File: config.mk
export PLATFORM = sky130hd
export DESIGN_NAME = anspwm_sched
export DESIGN_NICKNAME = d
export VERILOG_FILES = /design/src/rtl/anspwm_sched.sv
export SDC_FILE = /design/constraint.sdc
export NUM_CORES = 1
export LEC_CHECK = 0
export CORE_UTILIZATION = 40
export DETAILED_ROUTE_END_ITERATION = 8
export HOLD_SLACK_MARGIN = 0.12
export PLACE_DENSITY = 0.86
export SLEW_MARGIN = 20
export SYNTH_ARGS = -nofsm -noshare
export SYNTH_HDL_FRONTEND = slang
export SYNTH_SLANG_ARGS = --single-unit
File: constraint.sdc
create_clock -name clk -period 7 [get_ports clk]
set_clock_uncertainty 0.1 [all_clocks]
set_input_delay 1.4 -clock clk [delete_from_list [all_inputs] [get_ports clk]]
set_output_delay 1.4 -clock clk [all_outputs]
set_load 0.05 [all_outputs]
File: src/rtl/anspwm_sched.sv
// anspwm_sched
//   Round-robin scheduler sharing one cascaded anspwm modulator chain among
//   NCH requesters. A granted requester's target is loaded into the cascade,
//   held for a programmable dwell, then completion is pulsed and the block
//   re-arbitrates.
//
// Ports
//   clk        system clock, rising edge
//   rst        asynchronous reset, active-low
//   en         1 = new grants allowed; 0 = finish current grant, then idle
//   dwell_cfg  RUN length in cycles, sampled in LOAD (0 behaves as 1)
//   req_valid  per-requester target valid
//   req_tgt    packed targets, requester i at [i*TW +: TW]
//   req_ready  one-hot accept pulse, LOAD cycle only
//   tgt_out    target driven to the cascade tgt_in
//   mod_clr    active-high cascade clear, asserted in LOAD
//   busy       1 in every state except IDLE
//   grant_id   index of the current or last grant
//   done       1-cycle pulse in DONE
//
// Build option
//   ANSPWM_SLEW_LIMIT_EN : tgt_out slews toward the target by at most STEP
//   per RUN cycle instead of jumping in LOAD; mod_clr is never asserted and
//   RUN ends only once the dwell has expired and tgt_out has arrived.
//
// state | meaning
// IDLE  | waiting for en && any req_valid
// LOAD  | handshake with winner, load target, clear cascade, load dwell
// RUN   | hold (or slew to) target until the dwell counter expires
// DONE  | completion pulse, advance round-robin pointer

module anspwm_sched #(
    parameter int NCH  = 4,
    parameter int TW   = 32,
    parameter int DW   = 16,
    parameter int STEP = 256
) (
    input  logic                     clk,
    input  logic                     rst,
    input  logic                     en,
    input  logic [DW-1:0]            dwell_cfg,
    input  logic [NCH-1:0]           req_valid,
    input  logic [NCH*TW-1:0]        req_tgt,
    output logic [NCH-1:0]           req_ready,
    output logic [TW-1:0]            tgt_out,
    output logic                     mod_clr,
    output logic                     busy,
    output logic [$clog2(NCH)-1:0]   grant_id,
    output logic                     done
);

    localparam int GW = $clog2(NCH);

    localparam logic [1:0] S_IDLE = 2'd0;
    localparam logic [1:0] S_LOAD = 2'd1;
    localparam logic [1:0] S_RUN  = 2'd2;
    localparam logic [1:0] S_DONE = 2'd3;

    if (NCH < 2 || NCH > 16 || STEP < 1) begin : g_param_check
        $error("anspwm_sched: NCH must be 2..16 and STEP >= 1");
    end

    logic [1:0]    state_q, state_d;
    logic [GW-1:0] rr_ptr_q, rr_ptr_d;
    logic [GW-1:0] grant_id_q, grant_id_d;
    logic [DW-1:0] dwell_q, dwell_d;
    logic [TW-1:0] tgt_out_q, tgt_out_d;

    logic          arb_found;
    logic [GW-1:0] arb_id;
    logic [GW:0]   arb_sum;
    logic [TW-1:0] sel_tgt;

    // Scan requesters starting at the round-robin pointer; first valid wins.
    always_comb begin
        arb_found = 1'b0;
        arb_id    = '0;
        arb_sum   = '0;
        for (int i = 0; i < NCH; i++) begin
            arb_sum = {1'b0, rr_ptr_q} + (GW+1)'(i);
            if (arb_sum >= (GW+1)'(NCH)) begin
                arb_sum = arb_sum - (GW+1)'(NCH);
            end
            if (!arb_found && req_valid[arb_sum[GW-1:0]]) begin
                arb_found = 1'b1;
                arb_id    = arb_sum[GW-1:0];
            end
        end
    end

    assign sel_tgt = req_tgt[grant_id_q*TW +: TW];

`ifdef ANSPWM_SLEW_LIMIT_EN
    logic [TW-1:0] target_q, target_d;
    logic [TW:0]   slew_diff;
    logic [TW:0]   slew_neg;
    logic [TW-1:0] slew_mag;
    logic [TW-1:0] slew_step;
    logic [TW-1:0] slew_next;

    // One extra bit keeps the sign so a downward move never wraps.
    always_comb begin
        slew_diff = {1'b0, target_q} - {1'b0, tgt_out_q};
        slew_neg  = (TW+1)'(0) - slew_diff;
        slew_mag  = slew_diff[TW] ? slew_neg[TW-1:0] : slew_diff[TW-1:0];
        slew_step = (slew_mag > TW'(STEP)) ? TW'(STEP) : slew_mag;
        slew_next = slew_diff[TW] ? (tgt_out_q - slew_step) : (tgt_out_q + slew_step);
    end
`endif

    always_comb begin
        state_d    = state_q;
        rr_ptr_d   = rr_ptr_q;
        grant_id_d = grant_id_q;
        dwell_d    = dwell_q;
        tgt_out_d  = tgt_out_q;
`ifdef ANSPWM_SLEW_LIMIT_EN
        target_d   = target_q;
`endif
        case (state_q)
            S_IDLE: begin
                if (en && arb_found) begin
                    state_d    = S_LOAD;
                    grant_id_d = arb_id;
                end
            end
            S_LOAD: begin
                state_d = S_RUN;
                dwell_d = (dwell_cfg == '0) ? '0 : (dwell_cfg - DW'(1));
`ifdef ANSPWM_SLEW_LIMIT_EN
                target_d = sel_tgt;
`else
                tgt_out_d = sel_tgt;
`endif
            end
            S_RUN: begin
`ifdef ANSPWM_SLEW_LIMIT_EN
                if (dwell_q == '0 && tgt_out_q == target_q) begin
                    state_d = S_DONE;
                end else begin
                    if (dwell_q != '0) begin
                        dwell_d = dwell_q - DW'(1);
                    end
                    tgt_out_d = slew_next;
                end
`else
                if (dwell_q == '0) begin
                    state_d = S_DONE;
                end else begin
                    dwell_d = dwell_q - DW'(1);
                end
`endif
            end
            default: begin
                state_d  = S_IDLE;
                rr_ptr_d = (grant_id_q == GW'(NCH-1)) ? '0 : (grant_id_q + GW'(1));
            end
        endcase
    end

    always_ff @(posedge clk or negedge rst) begin
        if (!rst) begin
            state_q    <= S_IDLE;
            rr_ptr_q   <= '0;
            grant_id_q <= '0;
            dwell_q    <= '0;
            tgt_out_q  <= '0;
        end else begin
            state_q    <= state_d;
            rr_ptr_q   <= rr_ptr_d;
            grant_id_q <= grant_id_d;
            dwell_q    <= dwell_d;
            tgt_out_q  <= tgt_out_d;
        end
    end

`ifdef ANSPWM_SLEW_LIMIT_EN
    always_ff @(posedge clk or negedge rst) begin
        if (!rst) begin
            target_q <= '0;
        end else begin
            target_q <= target_d;
        end
    end

    // The cascade is never cleared when slewing; it tracks tgt_out smoothly.
    assign mod_clr = 1'b0;
`else
    assign mod_clr = (state_q == S_LOAD);
`endif

    assign req_ready = (state_q == S_LOAD) ? (NCH'(1) << grant_id_q) : '0;
    assign tgt_out   = tgt_out_q;
    assign busy      = (state_q != S_IDLE);
    assign grant_id  = grant_id_q;
    assign done      = (state_q == S_DONE);

endmodule

After elaboration in Yosys (flattened, before gate mapping). Cells that the tools add are included. Widths: inputs -> output; s select.

Register bits: 54. Output and inout port bits: 41. Logic and storage cells: 76.

$add $sub $neg: 10. Magnitude comparators: 8. Eq/ne operators: 7. Shifts and indexed selects: 2. Multiplexer cells: 28. Reduce and logical (&&, ||, !) cells: 16.

Operators with widths (count): $shiftx 128x8->32 (1); $logic_not 16->1 (2); $mux 16 (2); $pmux 16 s2 (1); $sub 16x1->16 const B (2); $mux 2 (11); $lt 2x3->1 const B (4); $ge 3x3->1 const B (3); $bmux 1 s2 (4); $mux 1 (8); $sub 2x1->2 const B (4); $add 2x2->3 const B (2); $eq 2x2->1 const B (3); $ne 2x2->1 const B (3); $pmux 2 s3 (1); $reduce_and 2->1 (3); $logic_and 1x1->1 (4); $mux 4 (1); $reduce_bool 2->1 (2); $shl 1x2->4 const A (1); $add 2x1->3 const B (1); $ge 2x3->1 const B (1); $logic_not 1->1 (3); $reduce_or 3->1 (1); 3 further kinds (3).

Logic depth before layout (Yosys ltp). Gate-level depths: netlist of the first run.

Depth after elaboration: 17. Mapped depth: 8.

Least setup slack after synthesis of the first run. OpenSTA, ideal clock, no wires.

Kind: register to output. From: register grant_id_q[0] (netlist: grant_id[0]). To: output port req_ready[0]. Arrival time: 2.181 ns. Path slack: 3.319 ns. Cell stages (with the launch flop): 6. Buffers on the path: 2. Path through: dfrtp_1 > clkbuf_1 > buf_1 > inv_1 > ha_1 > and2_1.

Longest elaborated chain between the ends: 2.

Ends and longest elaborated chain: start, declared (line 65) `logic [GW-1:0] grant_id_q, grant_id_d;`; start signal, assigned (line 171) `grant_id_q <= grant_id_d;`; $shl 1x2->4 (line 192) `assign req_ready = (state_q == S_LOAD) ? (NCH'(1) << grant_id_q) : '0;`; $mux 4 (line 192); end, declared (line 44) `output logic [NCH-1:0] req_ready,`.

Every way passes these cells.

Worst setup path in the final report of the first run.
From: register state_q[1]. To: output port req_ready[3].

Longest elaborated chain between the ends: 2.

Ends and longest elaborated chain: start, declared (line 63) `logic [1:0] state_q, state_d;`; start signal, assigned (line 169) `state_q <= state_d;`; $eq 2x1->1 (line 192); $mux 4 (line 192).

Every way passes these cells.

==> metrics.txt, run 1 <==
Crit path largest cell delay 830 ps; share of cells above drive strength 1 0.170; Die H 99.5 um; WHS 411 ps; clock tree buffer depth 2; HPWL Detailed 8960 um; Hold Fails Final Rpt 0; final setup vio count 0; worst vdd ir 0.0721 mV; number of synthesized register bits 54; area grow syn2layout 56.1%; hold_buf cts 0; FF/Latch Area 1360 um2; clock slew at reported path FFs 90 ps; cell count after synthesis 336; PwrDens 115 nW/um2; setup repair bufs after CTS 0; vias per inst 5.46; crit path DAT 2710 ps; CP Max Fanout 42; worst min path class reg2reg; initial antenna violation count 0; Core ar. 9240 um2; Slew HR 0.344; routability cong. 0.901; syn_area_per_cell 11.3 um2; EDFF count, synth 0; slowest CP cell ha_2; post-DR wirelength/cell 17.3 um; Synth Net Count 499; clock sink count 54; number of global-route vias before repair 3815; commonest non-fill, non-tap cell in the layout clkdlybuf4s50_1; PortBufs 191; Setup CP Type reg2out; largest net degree at the start of global routing 55; non-filler cells, final 647; clock share of power 0.309; CTS Buf Count 5; area of the multi-input gates 2340 um2; post-synthesis sequential area ratio 0.356; HP Start tgt_out[30]$_DFFE_PN0P_; Slew Limit Fails 0; Tcrit/Tclk final 0.602; Crit. Startpoint state_q[1]$_DFFE_PN0P_; Sw Pwr 0.000144 W; cell area after layout 5930 um2; CP Launch Type flop; Sw Share 0.213; PostCTS Resize Cnt 0; Mapped Area 3800 um2; crit-path cells inv_1, ha_2, and2_1, clkdlybuf4s50_1; Die X 99.5 um; crit path time final 4210 ps; GRT Overall Usage 0.234; dpl cell area 5820 um2; Final Util 0.642; status finished clean; leading area contributor after synthesis dfrtp_1; final WL 11200 um; DRT antenna net count 0; antenna cell count 0; CTS tree built; first-pass GRT wire length 18100 um; row count 35; slew at the pin closest to its max-slew limit 984 ps; Initial Util 0.411; Fmax achieved 237 MHz; I/O pins 192; Async S/R FF share, synth 1.00; Initial DRC Count 181; fill cell total of the finished layout 737; Final #Nets 681; Crit. End Element primary output; Logic pwr share 0.222; Cell variety after synth 55; RR Startpoint state_q[1]$_DFFE_PN0P_; Clock Root Buffer clkbuf_8; gr ovfl total 0; top post-synthesis cells by area dfrtp_1 (36%), mux4_2 (19%), mux2_2 (9.8%); Seq pwr share 0.469; Pint 0.000535 W; Lkg Pwr 2.26 nW; latest clock arrival within the worst-skew pair 290 ps; Yosys top cell area share 0.356; setup_tns 0 ps; final routed DRC violation total 0; first drt pass iteration count 4; Ys Warns 0; htree depth 2; Die ar. 9890 um2; Inst Count DP 640; via count 3534; worst path required time 5500 ps; commonest non-fill, non-tap cells in the layout clkdlybuf4s50_1 (190), dfrtp_1 (53), mux2_2 (33); dominant synthesized flop cell dfrtp_1; RSZ-0062 raised after global routing no; Max Cap Violations 0
state kept, by name, indices dropped and copies added, names as in the netlist:
signal / flops
tgt_out: 32
dwell_q: 16
state_q: 2
grant_id: 2
rr_ptr_q: 2
worst max-delay path, delay by kind of cell (launching register included):
family	cells	cell delay (ps)
flip-flops	1	430
adder cells (fa/ha/maj)	1	830
buffers and inverters	2	920
AND/OR/NAND/NOR	1	230
power by group through the flow:
stage | clock network, W | logic [W] | registers, W
4_1_cts | 0.000217 | 0.000152 | 0.000319
6_report | 0.000210 | 0.000151 | 0.000319
2_1_floorplan | 0 | 0.0000502 | 0.000321
5_1_grt | 0.000229 | 0.000161 | 0.000320
3_5_place_dp | 0 | 0.000152 | 0.000325
3_3_place_gp | 0 | 0.000147 | 0.000325
cell families after synthesis:
group | after synthesis | share of synthesized area
compound gates | 63 | 0.112
xor+xnor | 7 | 0.0161
fa+ha+maj | 12 | 0.0395
buf+inv | 29 | 0.0293
flops | 54 | 0.356
mux | 70 | 0.301
simple gates | 101 | 0.147
worst paths after layout:
| kind | end | slack (ps) | cells past startpoint |
|---|---|---|---|
| hold reg to reg | tgt_out[30]$_DFFE_PN0P_ | 410 | 1 |
| min in group asynchronous | tgt_out[10]$_DFFE_PN0P_ | 1120 | 2 |
| hold / removal | tgt_out[30]$_DFFE_PN0P_ | 410 | 1 |
| setup / recovery | req_ready[3] | 2790 | 4 |
| setup reg to reg | dwell_q[7]$_DFFE_PN0P_ | 4180 | 5 |
| max in group asynchronous | grant_id[0]$_DFFE_PN0P_ | 5160 | 2 |
layout make-up:
cell class	count	share of cell area
clock buffer	6	0.0139
clock inverter	1	0.00506
inverter	11	0.00696
multi-input combinational	253	0.394
sequential	54	0.228
tap	129	0.0272
timing repair buffer	193	0.324
cell usage after synthesis (all sizes together) (5+ instances only):
library cell / instances
and2: 7
nor4: 6
xnor2: 5
clkbuf: 12
mux2i: 5
nand2: 19
buf: 6
a21oi: 10
o21ai: 16
mux2: 33
nand3: 7
inv: 11
nor2: 18
mux4: 32
nor3: 11
dfrtp: 54
or4: 7
ha: 12
through the flow:
stage / worst slack [ps] / power [W]
after global placement: 3130 / 0.000472
final: 2790 / 0.000680
after global routing: 2620 / 0.000710
after floorplan: 3320 / 0.000372
after detailed placement: 3010 / 0.000477
after CTS: 2670 / 0.000689
layer usage:
| layer | vias up | GRT usage | share of wire |
|---|---|---|---|
| met5 | - | 0 | 0 |
| met4 | 0 | 0.0758 | 0.020 |
| met3 | 20 | 0.0492 | 0.061 |
| met2 | 145 | 0.452 | 0.54 |
| met1 | 1706 | 0.253 | 0.38 |
| li1 | 1663 | - | - |
No activity file was read; power rests on OpenSTA's default activity.
==> inputs of run 2 (changes only) <==
--- a/config.mk
+++ b/config.mk
@@ -5,10 +5,10 @@
 export SDC_FILE = /design/constraint.sdc
 export NUM_CORES = 1
 export LEC_CHECK = 0
-export CORE_UTILIZATION = 40
+export CORE_UTILIZATION = 37
 export DETAILED_ROUTE_END_ITERATION = 8
 export HOLD_SLACK_MARGIN = 0.12
-export PLACE_DENSITY = 0.86
+export PLACE_DENSITY = 0.84
 export SLEW_MARGIN = 20
 export SYNTH_ARGS = -nofsm -noshare
 export SYNTH_HDL_FRONTEND = slang
==> constraint.sdc (replaced) <==
create_clock -name clk -period 3.43 [get_ports clk]
set_clock_uncertainty 0.1 [all_clocks]
set_input_delay 0.686 -clock clk [delete_from_list [all_inputs] [get_ports clk]]
set_output_delay 0.686 -clock clk [all_outputs]
set_load 0.05 [all_outputs]
==> run 2 against run 1 <==
Via count up 3.1%. Cell count up 1.7%. Critical path depth stayed put. Core utilization down 3.7 points. Hold slack worse by 100 ps. Combinational power rose by 110%. Non-clock buffer count increased by 6. Sequential power up 100%. Die area rose by 7.9%. Sequential share of layout area down 0.18 points. Flip-flop and latch count stayed put.
==> metrics.txt, run 2 (synthesis results as in run 1) <==
Seq pwr share 0.463 (-0.006); FF/Latch Area 1350 um2 (-0.18%); RR Startpoint dwell_q[0]$_DFFE_PN0P_; Crit path largest cell delay 790 ps (-40 ps); Core ar. 9860 um2 (+6.8%); Final WS setup 385 ps (-2400 ps); row count 36 (+2.9%); dpl cell area 5860 um2 (+0.77%); clock share of power 0.304 (-0.005); setup_tns 0 ps (unchanged); final routed DRC violation total 0 (unchanged); Initial Util 0.385 (-0.0260); I/O pins 192 (unchanged); Worst path top cell family by delay buffers and inverters; via count 3643 (+3.1%); Slew HR 0.486 (+0.142); Final Util 0.605 (-0.0370); fill cell total of the finished layout 790 (+7.2%); reg-to-reg slack, setup 910 ps (-3270 ps); largest net degree at the start of global routing 37 (-33%); HPWL Detailed 9350 um (+4.4%); number of global-route vias before repair 3778 (-0.97%); PwrDens 232 nW/um2 (+100%); Lkg Pwr 2.29 nW (+1.3%); area of the multi-input gates 2340 um2 (unchanged); area grow syn2layout 57.1%; hold_buf cts 0 (unchanged); commonest non-fill, non-tap cells in the layout clkdlybuf4s50_1 (188), dfrtp_1 (53), mux2_2 (33); Logic pwr share 0.233 (+0.011); Worst Path Buf+Inv 2 (unchanged); Fmax achieved 328 MHz; slew at the pin closest to its max-slew limit 770 ps (-215 ps); first drt pass iteration count 5 (+1); final WL 11500 um (+2.8%); CP Launch Type flop; crit path DAT 2260 ps (-450 ps); crit-path cells inv_1, ha_2, and2_1, clkdlybuf4s50_1; flip-flop count of the largest register after layout 32 (unchanged); CTS Buf Count 5 (unchanged); clock tree buffer depth 2 (unchanged); RR Endpoint dwell_q[12]$_DFFE_PN0P_; cell area after layout 5970 um2 (+0.61%); htree depth 2 (unchanged); status finished clean; worst path required time 2640 ps (-2860 ps); worst min path class in2async; crit path time final 3050 ps; Pint 0.00108 W (+100%); CP Max Fanout 15 (-64%); Tcrit/Tclk final 0.888; final setup vio count 0 (unchanged); clock sink count 54 (unchanged); DRT antenna net count 0 (unchanged); Die ar. 10700 um2 (+7.9%); Die H 103 um (+3.9%); clock slew at reported path FFs 100 ps (about the same); worst vdd ir 0.206 mV (+190%); PostCTS Resize Cnt 0 (unchanged); Initial DRC Count 165 (-8.8%); post-DR wirelength/cell 17.5 um (+1.0%); initial antenna violation count 0 (unchanged); Setup CP Type reg2out; first-pass GRT wire length 18200 um (+0.76%); GRT Overall Usage 0.227 (-0.00691); Hold Fails Final Rpt 0 (unchanged); Max Cap Violations 0 (unchanged); share of cells above drive strength 1 0.181 (+0.0111); Sw Share 0.221 (+0.00794); vias per inst 5.54 (+1.4%); setup repair bufs after CTS 0 (unchanged); Clock Root Buffer clkbuf_8; Die X 103 um (+3.9%); latest clock arrival within the worst-skew pair 300 ps (about the same); routability cong. 0.943 (+4.7%); Final #Nets 687 (+0.88%); gr ovfl total 0 (unchanged); antenna cell count 0 (unchanged); RSZ-0062 raised after global routing no; DP Worst Slack 226 ps (-2780 ps); slowest CP cell clkdlybuf4s50_1; Sw Pwr 0.000305 W (+110%); PortBufs 191 (unchanged); Crit. End Element primary output; commonest non-fill, non-tap cell in the layout clkdlybuf4s50_1; Slew Limit Fails 0 (unchanged); CTS tree built; worst r2r path cells 7 (+2)
## run 2: cell types whose count changed in the layout (fill, tap and decap cells not counted), sizes merged
cell	change
clkbuf	+1
clkdlybuf4s50	-2
buf	+8
## run 2: worst max path at each step
stage                                        from  depth (start not counted)  slack (ps)                      end
after global routing       state_q[1]$_DFFE_PN0P_                          4         280             req_ready[0]
after CTS                  state_q[1]$_DFFE_PN0P_                          4         370             req_ready[0]
after detailed placement             dwell_cfg[6]                          6         230  dwell_q[15]$_DFFE_PN0P_
after floorplan           grant_id[0]$_DFFE_PN0P_                          5         460             req_ready[0]
after global placement               dwell_cfg[6]                          6         330  dwell_q[15]$_DFFE_PN0P_
final                      state_q[1]$_DFFE_PN0P_                          4         380             req_ready[0]
## run 2: final cells by class
type / instances / share of cell area
sequential: 54 / 0.227
clock inverter: 1 / 0.00503
timing repair buffer: 199 / 0.329
tap: 133 / 0.0279
multi-input combinational: 253 / 0.392
clock buffer: 7 / 0.0128
inverter: 11 / 0.00692
## run 2: worst register-to-register path: stages (launching register included)
cell and delay (ps):
dfrtp_1 420, inv_1 110, ha_1 230, or3b_2 500, nor3_1 470, and3_1 280, a211oi_1 90, a221oi_1 240
## run 2: power groups by stage
stage	clock [W]	sequential [W]	combinational [W]
floorplan	0	0.000656	0.000103
global placement	0	0.000653	0.000314
detailed placement	0	0.000653	0.000324
CTS	0.000439	0.000641	0.000326
global route	0.000457	0.000641	0.000346
finish	0.000421	0.000641	0.000322
## run 2: metal layers
metal  part of all wire  track usage  vias to the layer above
met5                  0            0                        -
met2               0.52        0.410                      153
li1                   -            -                     1694
met1               0.38        0.256                     1767
met4              0.033        0.101                        0
met3              0.061       0.0511                       29
## run 2: metrics by stage
stage	total power (W)	hold WS, ps	cells
after CTS	0.00141	319	658
after global placement	0.000968	387	650
after detailed placement	0.000978	395	650
after global routing	0.00144	359	658
after floorplan	0.000759	290	336
final	0.00138	308	658
